**src/rtl/midi_note_tracker_pkg.sv**
```systemverilog
// Shared MIDI constants, note-stack entry type and message classification for midi_note_tracker.
// MIDI_SUSTAIN_PEDAL_EN adds sustain-pedal (CC64) classification.
package midi_note_tracker_pkg;

    typedef logic [7:0] midi_byte_t;

    localparam logic [3:0] MidiStatusNoteOn  = 4'h9;
    localparam logic [3:0] MidiStatusNoteOff = 4'h8;
    localparam logic [3:0] MidiStatusCc      = 4'hB;
    localparam logic [6:0] MidiCcAllNotesOff = 7'd123;
    localparam logic [6:0] MidiCcSustain     = 7'd64;

    typedef struct packed {
        logic       valid;
        logic [6:0] note;
        logic [6:0] vel;
    } note_entry_t;

    typedef enum logic [2:0] {
        ST_IDLE,
        ST_SEARCH,
        ST_REMOVE,
        ST_MAKEROOM,
        ST_PUSH,
        ST_UPDATE
    } state_t;

    typedef enum logic [2:0] {
        MSG_IGNORE,
        MSG_ON,
        MSG_OFF,
        MSG_ALL_OFF,
        MSG_PEDAL
    } msg_kind_t;

    function automatic msg_kind_t classify(input logic [3:0] status_hi, input logic [6:0] data1,
                                           input logic [6:0] data2, input logic [1:0] len);
        msg_kind_t kind;
        kind = MSG_IGNORE;
        if (len == 2'd3) begin
            if (status_hi == MidiStatusNoteOn)
                kind = (data2 != 7'd0) ? MSG_ON : MSG_OFF;
            else if (status_hi == MidiStatusNoteOff)
                kind = MSG_OFF;
            else if (status_hi == MidiStatusCc && data1 == MidiCcAllNotesOff)
                kind = MSG_ALL_OFF;
`ifdef MIDI_SUSTAIN_PEDAL_EN
            else if (status_hi == MidiStatusCc && data1 == MidiCcSustain)
                kind = MSG_PEDAL;
`endif
        end
        return kind;
    endfunction

endpackage

```
**src/rtl/midi_note_tracker_note_stack.sv**
```systemverilog
// Note storage for midi_note_tracker: index-addressed read, shift-down, invalidate, write and clear.
module note_stack
    import midi_note_tracker_pkg::*;
#(
    parameter int unsigned DEPTH = 8,
    localparam int unsigned IW = $clog2(DEPTH)
) (
    input  logic          clk,
    input  logic          rst_n,
    input  logic [IW-1:0] rd_idx,
    output note_entry_t   rd_entry,
    input  logic [IW-1:0] cmd_idx,
    input  logic          shift_en,
    input  logic          inval_en,
    input  logic          wr_en,
    input  note_entry_t   wr_entry,
    input  logic          clear_en
);

    note_entry_t mem [DEPTH];

    // A shift copies entry idx+1 down and invalidates its old slot, so the last shift leaves the top empty.
    always_ff @(posedge clk or negedge rst_n) begin
        if (!rst_n) begin
            for (int unsigned i = 0; i < DEPTH; i++) mem[i] <= '0;
        end else if (clear_en) begin
            for (int unsigned i = 0; i < DEPTH; i++) mem[i].valid <= 1'b0;
        end else if (shift_en) begin
            for (int unsigned i = 0; i < DEPTH - 1; i++) begin
                if (cmd_idx == IW'(i)) begin
                    mem[i]         <= mem[i+1];
                    mem[i+1].valid <= 1'b0;
                end
            end
        end else if (inval_en) begin
            mem[cmd_idx].valid <= 1'b0;
        end else if (wr_en) begin
            mem[cmd_idx] <= wr_entry;
        end
    end

    assign rd_entry = mem[rd_idx];

endmodule

```
**src/rtl/midi_note_tracker.sv**
```systemverilog
// Last-note-priority monophonic note tracker driving gate/note/velocity/trigger to the voice stage.
// MIDI_SUSTAIN_PEDAL_EN enables CC64 sustain-pedal handling.
module midi_note_tracker
    import midi_note_tracker_pkg::*;
#(
    parameter int unsigned Depth = 8
) (
    input  logic                       i_clk_aud,
    input  logic                       i_aud_rst_n,
    input  logic                       i_msg_valid,
    input  logic [1:0]                 i_msg_len,
    input  midi_byte_t [2:0]           i_msg,
    output logic                       o_gate,
    output logic [6:0]                 o_note,
    output logic [6:0]                 o_velocity,
    output logic                       o_trigger,
    output logic                       o_busy,
    output logic                       o_overrun,
    output logic [$clog2(Depth+1)-1:0] o_count
);

    localparam int unsigned CW = $clog2(Depth + 1);
    localparam int unsigned IW = $clog2(Depth);

    state_t      state, next_state;
    msg_kind_t   kind_in;
    logic [CW-1:0] count, idx;
    logic        msg_is_on, from_push;
    logic [6:0]  msg_note, msg_vel;
    logic        gate, trigger, overrun;
    logic [6:0]  note, vel;
    logic        last_step, idx_is_top, exhausted, match;
    logic [IW-1:0] rd_idx, cmd_idx;
    logic        shift_en, inval_en, wr_en, clear_en;
    note_entry_t rd_entry, wr_entry;
    logic        unused_bits;
`ifdef MIDI_SUSTAIN_PEDAL_EN
    logic        pedal;
`endif

    // Channel nibble is filtered upstream and data-byte MSBs are always zero.
    assign unused_bits = ^{i_msg[0][3:0], i_msg[1][7], i_msg[2][7]};
    assign kind_in     = classify(i_msg[0][7:4], i_msg[1][6:0], i_msg[2][6:0], i_msg_len);

    always_comb begin
        last_step  = ({1'b0, idx} + (CW+1)'(2)) >= {1'b0, count};
        idx_is_top = idx == (count - CW'(1));
        exhausted  = idx >= count;
        match      = rd_entry.valid && (rd_entry.note == msg_note);
    end

    always_ff @(posedge i_clk_aud or negedge i_aud_rst_n) begin
        if (!i_aud_rst_n) state <= ST_IDLE;
        else              state <= next_state;
    end

    always_comb begin
        next_state = state;
        case (state)
            ST_IDLE: begin
                if (i_msg_valid) begin
                    case (kind_in)
                        MSG_ON, MSG_OFF:        next_state = ST_SEARCH;
                        MSG_ALL_OFF, MSG_PEDAL: next_state = ST_UPDATE;
                        default:                next_state = ST_IDLE;
                    endcase
                end
            end
            ST_SEARCH: begin
                if (exhausted) begin
                    if (!msg_is_on)                next_state = ST_IDLE;
                    else if (count == CW'(Depth))  next_state = ST_MAKEROOM;
                    else                           next_state = ST_PUSH;
                end else if (match) begin
                    next_state = ST_REMOVE;
                end
            end
            ST_REMOVE:   if (last_step) next_state = msg_is_on ? ST_PUSH : ST_UPDATE;
            ST_MAKEROOM: if (last_step) next_state = ST_PUSH;
            ST_PUSH:     next_state = ST_UPDATE;
            ST_UPDATE:   next_state = ST_IDLE;
            default:     next_state = ST_IDLE;
        endcase
    end

    always_comb begin
        o_busy   = state != ST_IDLE;
        clear_en = (state == ST_IDLE) && i_msg_valid && (kind_in == MSG_ALL_OFF);
        shift_en = ((state == ST_REMOVE) && !idx_is_top) || (state == ST_MAKEROOM);
        inval_en = (state == ST_REMOVE) && idx_is_top;
        wr_en    = state == ST_PUSH;
        wr_entry = '{valid: 1'b1, note: msg_note, vel: msg_vel};
        cmd_idx  = (state == ST_PUSH) ? IW'(count) : IW'(idx);
        rd_idx   = (state == ST_UPDATE) ? IW'(count - CW'(1)) : IW'(idx);
    end

    note_stack #(.DEPTH(Depth)) u_stack (
        .clk      (i_clk_aud),
        .rst_n    (i_aud_rst_n),
        .rd_idx   (rd_idx),
        .rd_entry (rd_entry),
        .cmd_idx  (cmd_idx),
        .shift_en (shift_en),
        .inval_en (inval_en),
        .wr_en    (wr_en),
        .wr_entry (wr_entry),
        .clear_en (clear_en)
    );

    always_ff @(posedge i_clk_aud or negedge i_aud_rst_n) begin
        if (!i_aud_rst_n) begin
            count     <= '0;
            idx       <= '0;
            msg_is_on <= 1'b0;
            msg_note  <= '0;
            msg_vel   <= '0;
            from_push <= 1'b0;
            gate      <= 1'b0;
            note      <= '0;
            vel       <= '0;
            trigger   <= 1'b0;
            overrun   <= 1'b0;
        end else begin
            trigger <= 1'b0;
            case (state)
                ST_IDLE: begin
                    if (i_msg_valid) begin
                        msg_is_on <= kind_in == MSG_ON;
                        msg_note  <= i_msg[1][6:0];
                        msg_vel   <= i_msg[2][6:0];
                        idx       <= '0;
                        from_push <= 1'b0;
                        if (kind_in == MSG_ALL_OFF) count <= '0;
                    end
                end
                ST_SEARCH: begin
                    if (exhausted)   idx <= '0;
                    else if (!match) idx <= idx + CW'(1);
                end
                ST_REMOVE, ST_MAKEROOM: begin
                    if (last_step) begin
                        count <= count - CW'(1);
                        idx   <= '0;
                    end else begin
                        idx <= idx + CW'(1);
                    end
                end
                ST_PUSH: begin
                    count     <= count + CW'(1);
                    from_push <= 1'b1;
                end
                ST_UPDATE: begin
                    if (count != '0) begin
                        gate    <= 1'b1;
                        note    <= rd_entry.note;
                        vel     <= rd_entry.vel;
                        trigger <= from_push;
                    end else begin
`ifdef MIDI_SUSTAIN_PEDAL_EN
                        gate <= gate & pedal;
`else
                        gate <= 1'b0;
`endif
                    end
                end
                default: ;
            endcase
            if (i_msg_valid && state != ST_IDLE) overrun <= 1'b1;
        end
    end

`ifdef MIDI_SUSTAIN_PEDAL_EN
    always_ff @(posedge i_clk_aud or negedge i_aud_rst_n) begin
        if (!i_aud_rst_n)
            pedal <= 1'b0;
        else if (state == ST_IDLE && i_msg_valid && kind_in == MSG_PEDAL)
            pedal <= i_msg[2][6:0] >= MidiCcSustain;
    end
`endif

    assign o_gate     = gate;
    assign o_note     = note;
    assign o_velocity = vel;
    assign o_trigger  = trigger;
    assign o_overrun  = overrun;
    assign o_count    = count;

endmodule

```
**config.mk**
```make
export PLATFORM = sky130hd
export DESIGN_NAME = midi_note_tracker
export DESIGN_NICKNAME = d
export VERILOG_FILES = /design/src/rtl/midi_note_tracker_pkg.sv /design/src/rtl/midi_note_tracker_note_stack.sv /design/src/rtl/midi_note_tracker.sv
export SDC_FILE = /design/constraint.sdc
export NUM_CORES = 1
export LEC_CHECK = 0
export CORE_MARGIN = 2
export CORE_UTILIZATION = 55
export DETAILED_ROUTE_END_ITERATION = 8
export MAX_ROUTING_LAYER = met4
export PLACE_DENSITY = 0.74
export SETUP_SLACK_MARGIN = 0.15
export SLEW_MARGIN = 20
export SYNTH_ARGS = -nofsm -noshare
export SYNTH_HDL_FRONTEND = slang
export SYNTH_HIERARCHICAL = 1
export SYNTH_SLANG_ARGS = --single-unit
```
**constraint.sdc**
```tcl
create_clock -name i_clk_aud -period 4.31 [get_ports i_clk_aud]
set_clock_uncertainty 0.05 [all_clocks]
set_input_delay 0.862 -clock i_clk_aud [delete_from_list [all_inputs] [get_ports i_clk_aud]]
set_output_delay 0.862 -clock i_clk_aud [all_outputs]
set_load 0.01 [all_outputs]
```
# --- Yosys cells after proc, flatten, opt, wreduce, memory -nomap -nowiden ---
# Index checks and enable logic that the tools add are counted.
totals:
  ff_bits: 164
  latch_bits: 0
  mem_bits_rw: 0
  romBits: 0
  word_cells: 200
  mem_count: 0
op_classes:
  addsub: 4
  mul: 0
  div_mod_pow: 0
  order_cmp: 5
  eq_ne: 45
  shift: 0
  mux: 60
  bitwise: 4
  reduce_logical: 46
ops:
  columns: ["op", "count"]
  rows:
  - ["$bwmux 120", 2]
  - ["$mux 120", 2]
  - ["$mux 16", 9]
  - ["$mux 106", 1]
  - ["$demux 15 s3", 2]
  - ["$mux 15", 4]
  - ["$bmux 15 s3", 1]
  - ["$mux 3", 10]
  - ["$mux 4", 7]
  - ["$reduce_and 3->1", 9]
  - ["$ne 4x1->1 const B", 6]
  - ["$pmux 4 s3", 2]
  - ["$reduce_and 2->1", 11]
  - ["$eq 3x2->1 const B", 6]
  - ["$eq 3x3->1 const B", 6]
  - ["$eq 4x4->1 const B", 4]
  - ["$pmux 3 s5", 1]
  - ["$ne 2x1->1 const B", 7]
  - ["$mux 1", 13]
  - ["$reduce_bool 3->1", 4]
  - ["$eq 3x1->1 const B", 3]
  - ["$ne 3x1->1 const B", 3]
  - ["$add 4x1->4 const B", 2]
  - ["$ge 4x4->1 const B", 2]
  - ["25 further kinds", 47]

# --- Longest topological paths before layout ---
# Gate-level depths: netlist of run 1.
logic_depth:
  depth_word: 16
  mapped_depth: 15

# --- Hierarchy ---
# Netlist of run 1, hierarchy kept.
modules_own_cells:
  columns: ["module", "instances", "cells_each", "area_per_inst_um2"]
  rows:
  - ["note_stack", 1, 610, 6718.9]
  - ["midi_note_tracker", 1, 236, 2519.9]

# --- Worst setup path after synthesis of run 1 ---
# OpenSTA, ideal clock, no wires.
synth_timing:
  path_kind: "reg2reg"
  from: "register state[0]"
  to: "register idx[2]"
  setup_time_ps: 128
  arrival_ps: 3272
  slack_ps: 860
  path_stages_with_launch: 14
  synth_period_minus_slack_ps: 3450
  path_cell_list: "dfrtp_1 -> buf_2 -> inv_2 -> or3_1 -> buf_2 -> o21ai_0 -> buf_2 -> mux4_2 -> o21ai_0 -> xnor2_1 -> nand4_1 -> a2111oi_2 -> nor3b_1 -> a2bb2oi_1"
synth_lines:
  columns: ["element", "line", "rtl"]
  rows:
  - ["start, declared", "midi_note_tracker.sv:25", "state_t state, next_state;"]
  - ["start signal, assigned", "midi_note_tracker.sv:54", "else state <= next_state;"]
  - ["end signal, assigned", "midi_note_tracker.sv:138", "else if (!match) idx <= idx + CW'(1);"]
  - ["end signal, assigned", "midi_note_tracker.sv:145", "idx <= idx + CW'(1);"]
  - ["end, declared", "midi_note_tracker.sv:27", "logic [CW-1:0] count, idx;"]

==> results.cfg, run 1 <==
[grt]
met3_usage_pct = 4.680
grt_pass1_vias = 6882
grt_pass1_wl_um = 35820
grt_max_degree = 89
grt_usage_pct = 26.44
busiest_layer = met2
grt_util_met1_pct = 35.21
antenna_found_initial = 0
gr-usage-met2_pct = 41.41
overflow = 0

[setup_path]
r2r_end = state[2]
critPathRequiredTime_ns = 4.59
crit_arrival_ns = 4.14
critPathMaxFanout = 19
worstSetupEndpointType = register
rr_worst_depth = 11
r2r_slack_ns = 0.45
worstSetupPathType = register to register
critPathLaunchType = register
r2r-start = state[2]

[synth]
synth.avg_cell_area_um2 = 10.92
yosysWarningCount = 6
synth_ff_type = dfrtp_1
synth_top_area_share_pct = 44.42
ys_seq_area_share_pct = 44.42
yosys.area.top_type = dfrtp_1
synthArstFlopShare_pct = 100.0
ys_ff_latch = 164
synthCells = 846
synth_edf_count = 0
synthTopCellsByArea = dfrtp_1, mux2i_1, mux4_2
yosysUniqueCellTypes = 72
synth_area_um2 = 9239

[timing]
period_minus_slack_ns = 3.859
rsz0062_at_grt = no
finalSetupViolations = 0
hold_viol = 0
maxSlewHeadroom_pct = 42.78
fin_setup_tns_ns = 0
fmax_mhz = 259.2
report.final.slew_viol_count = 0
period_share_pct = 89.53
tightest_slew_ns = 0.8582

[clock_network]
hold_buffers = 0
cts_tree = built
cts_resized = 0
numCtsBuffers = 17
cts_max_path_buffers = 2
insertion_delay_ns = 0.42
clock_sinks = 164
h-tree-depth = 4
cts.clk_slew.worst_paths_ns = 0.06
cts_setup_buffers = 0
cts-root-buf = clkbuf_16

[placed_design]
dp.cells = 1091
gp_congestion = 0.8736
dp_hpwl_um = 14010
io_buffers = 44

[route]
ant_nets = 0
via_count = 6691
vias_per_cell = 5.958
drt_pass1_iterations = 5
drt-wirelength-per-cell_um = 19.21
drc_errors = 0
finalWirelength_um = 21570
drt_iter0_drc = 578

[floorplanning]
die_x_um = 133.6
die_area_um2 = 17850
num_io_pins = 51
rows = 47
core_um2 = 16520
fp.dieH_um = 133.6
start_util_pct = 55.91

[pwr]
p_per_area_nw_per_um2 = 558.2
p_leak_nw = 4.494
vdd_drop_max_uv = 335.5

[finish]
syn2layout_area_growth_pct = 14.56
layout-drive-gt1-share_pct = 16.17
stdcell_count = 1123
diodes = 0
n_fill_cell = 1298
nNetsFinal = 931
mostFrequentLayoutCells = dfrtp_1, inv_1, a21oi_1
layout_commonest_cell = dfrtp_1

[min_path]
min_path_type = register to register
whs_path_depth = 1
hp-start = o_overrun
hold_path_end = o_overrun

[flow_run]
drv_cap = 0

[run_status]
status = complete, no violations
## power by group
group	internal [mW]	switching [mW]
combinational	0.981	1.13
sequential	1.99	0.308
clock	0.850	0.645
## per-layer routing
metal / vias to the layer above / part of all wire, % / wire length, µm
li1: 3082 / - / -
met1: 3391 / 45 / 9735
met2: 179 / 48 / 10430
met3: 39 / 4.2 / 908
met4: 0 / 2.3 / 503
met5: - / 0 / 0
## sequential cells by signal, indices dropped and copies added (netlist names)
signal and flops:
idx 4, from_push 1, o_note 7, state 3, u_stack/mem 120, msg_vel 7, o_overrun 1, o_trigger 1
o_gate 1, msg_is_on 1, o_velocity 7, msg_note 7, o_count 4
## worst max-delay path, stage by stage (launching register included)
cell and delay, ns:
dfrtp_1 0.52, inv_4 0.06, or3_1 0.57, o21ai_4 0.22, buf_12 0.22, mux4_2 0.53
o21ai_0 0.44, xnor2_1 0.25, nand4_1 0.13, or2_2 0.33, a22o_1 0.22, a211oi_1 0.21
## cells in the mapped netlist, types with 6 or more instances
| cell | number |
|---|---|
| inv_1 | 109 |
| buf_6 | 7 |
| buf_2 | 20 |
| nand2b_1 | 8 |
| nor2_1 | 10 |
| ha_1 | 12 |
| mux2_1 | 18 |
| a21oi_1 | 109 |
| dfrtp_1 | 164 |
| nor3_1 | 13 |
| mux4_2 | 31 |
| xnor2_1 | 11 |
| clkbuf_1 | 15 |
| mux2i_1 | 99 |
| mux2_2 | 27 |
| nor3b_1 | 16 |
| nand2_1 | 34 |
| a211oi_4 | 7 |
| o21ai_0 | 31 |
| nand3_1 | 6 |
## stage by stage
step | utilization, % | hold slack (ns) | setup slack (ns) | instance area (µm²) | total power, mW
detailed placement | 60.43 | 0.3983 | 0.3081 | 9986 | 4.395
global route | 64.05 | 0.4395 | 0.2207 | 10580 | 6.270
CTS | 63.97 | 0.4112 | 0.2847 | 10570 | 5.915
floorplan | - | 0.3875 | 0.8597 | 9243 | 3.735
global placement | 60.43 | 0.3909 | 0.3899 | 9986 | 4.307
finish | 64.05 | 0.4056 | 0.4514 | 10580 | 5.908
## cells by family (layout without fill, tap and decap cells)
kind of cell             after synthesis  count (layout)  share of synthesized area (%)
flip-flops                           164             164                          44.42
AND/OR/NAND/NOR                      124             124                          7.598
other                                  1               2                        0.04059
adder cells (fa/ha/maj)               12              12                          1.625
buffers and inverters                164             220                          8.044
AO/OA/AOI/OAI                        192             192                          13.18
XOR/XNOR                              14              14                          1.327
multiplexers                         175             175                          23.77
## how the worst max path moves through the flow
stage	cells past startpoint	slack (ns)	from	endpoint
detailed placement	11	0.31	state[2]	idx[2]
floorplan	13	0.86	state[0]	idx[2]
CTS	11	0.28	state[2]	idx[2]
global route	11	0.22	state[2]	idx[2]
finish	11	0.45	state[2]	state[2]
global placement	11	0.39	state[2]	idx[2]
## final cells by class
class                   count  area, µm²  share of cell area [%]
clock buffers              20      466.7                   4.410
clock inverters            12      118.9                   1.123
inverters                 113      427.9                   4.043
multi-input cells         519       4442                   41.97
flip-flops and latches    164       4104                   38.78
well taps                 220      275.3                   2.601
repair buffers             75      749.5                   7.081
No activity file was read; power rests on OpenSTA's default activity.
==> inputs of run 2 (changes only) <==
- DONT_BUFFER_PORTS: unset -> 1
- PLACE_DENSITY: 0.74 -> 0.7
==> results.cfg, run 2 (synthesis gave the netlist of run 1 again) <==
[run_status]
status = complete, no violations

[clock_network]
insertion_delay_ns = 0.43
numCtsBuffers = 17
cts-root-buf = clkbuf_16
cts_resized = 0
cts_max_path_buffers = 2
cts_tree = built
h-tree-depth = 4
cts_setup_buffers = 0
cts.clk_slew.worst_paths_ns = 0.07
hold_buffers = 0
clock_sinks = 164

[floorplanning]
num_io_pins = 51
fp.dieH_um = 133.6
rows = 47
die_area_um2 = 17850
start_util_pct = 55.91
core_um2 = 16520
die_x_um = 133.6

[setup_path]
worstSetupEndpointType = register
rr_worst_depth = 11
r2r_slack_ns = 0.36
critPathLaunchType = register
crit_arrival_ns = 4.25
critPathRequiredTime_ns = 4.61
worstSetupPathType = register to register
r2r_end = idx[3]
critPathMaxFanout = 18
r2r-start = state[0]

[route]
drt-wirelength-per-cell_um = 21.12
drc_errors = 0
via_count = 6627
finalWirelength_um = 22640
drt_pass1_iterations = 5
vias_per_cell = 6.182
ant_nets = 0
drt_iter0_drc = 363

[grt]
antenna_found_initial = 0
grt_pass1_vias = 6805
grt_usage_pct = 27.15
overflow = 0
grt_pass1_wl_um = 36120
grt_max_degree = 165

[min_path]
min_path_type = input port to async pin

[finish]
largest_register_ffs = 120
diodes = 0
layout-drive-gt1-share_pct = 16.20
multi_input_comb_area_um2 = 4429
final_cell_area_um2 = 10060
layout_commonest_cell = dfrtp_1
n_fill_cell = 1346
stdcell_count = 1072
mostFrequentLayoutCells = dfrtp_1, inv_1, a21oi_1
seqCellArea_um2 = 4104
max_flop_register = u_stack/mem
nNetsFinal = 880
syn2layout_area_growth_pct = 8.898

[placed_design]
io_buffers = 0
gp_congestion = 0.8959
dp_hpwl_um = 14320
placed_area_um2 = 9442
dp_slack_ns = 0.3889
dp.cells = 1040

[timing]
period_share_pct = 91.66
rsz0062_at_grt = no
maxSlewHeadroom_pct = 41.18
report.final.slew_viol_count = 0
fmax_mhz = 253.1
fin_setup_tns_ns = 0
tightest_slew_ns = 0.8804
finalSetupViolations = 0
hold_viol = 0
setup_ws_ns = 0.3594
period_minus_slack_ns = 3.951

[pwr]
p_clk_share_pct = 27.7
sw_frac_of_total_pct = 35.17
vdd_drop_max_uv = 417.8
p_seq_share_pct = 40.2
combPwrFrac_pct = 32.1
p_int_mw = 3.770
p_per_area_nw_per_um2 = 577.9
switching_power_mw = 2.045
p_leak_nw = 4.297

[flow_run]
drv_cap = 0
## run 2: critical path, stage by stage (launching register included)
cell and delay [ns]:
dfrtp_1 0.54, inv_2 0.08, or3_1 0.56, o21ai_4 0.24, buf_12 0.22, mux4_2 0.52, o21ai_0 0.37, xnor2_1 0.22
nand4_1 0.15, a2111oi_2 0.56, o22ai_1 0.16, a2bb2oi_1 0.19
## run 2: final cells by class
type | instances | area share [%]
clock inverter | 15 | 1.928
sequential | 164 | 40.79
inverter | 113 | 4.253
multi-input combinational | 519 | 44.02
clock buffer | 17 | 4.228
timing repair buffer | 24 | 2.040
tap | 220 | 2.736
## run 2: stage by stage
| step | util, % | hold slack (ns) | power (mW) |
|---|---|---|---|
| after floorplan | - | 0.3875 | 3.735 |
| final | 60.88 | 0.07424 | 5.814 |
| after CTS | 60.88 | 0.06045 | 5.845 |
| after global routing | 60.88 | 0.05561 | 6.163 |
| after detailed placement | 57.14 | 0.4060 | 4.211 |
| after global placement | 57.14 | 0.4030 | 4.092 |
## run 2: power by group through the flow
stage / logic [mW] / registers, mW / clock network (mW)
global route: 2.07 / 2.39 / 1.70
floorplan: 1.49 / 2.24 / 0
global placement: 1.76 / 2.34 / 0
detailed placement: 1.85 / 2.36 / 0
CTS: 1.87 / 2.34 / 1.64
finish: 1.87 / 2.34 / 1.61
## run 2: worst max path at each step
stage	start	to	slack (ns)	cells after the start
after floorplan	state[0]	idx[2]	0.86	13
final	state[0]	idx[3]	0.36	11
after CTS	state[0]	idx[3]	0.36	11
after global placement	state[0]	idx[2]	0.55	11
after global routing	state[2]	idx[3]	0.15	11
after detailed placement	state[0]	idx[3]	0.39	11
## run 2: metal layers
metal	global-route usage, %	vias up	share of wire, %
li1	-	2968	-
met1	34.79	3370	42
met2	43.21	247	50
met3	6.697	42	6.3
met4	8.038	0	1.8
met5	-	-	0
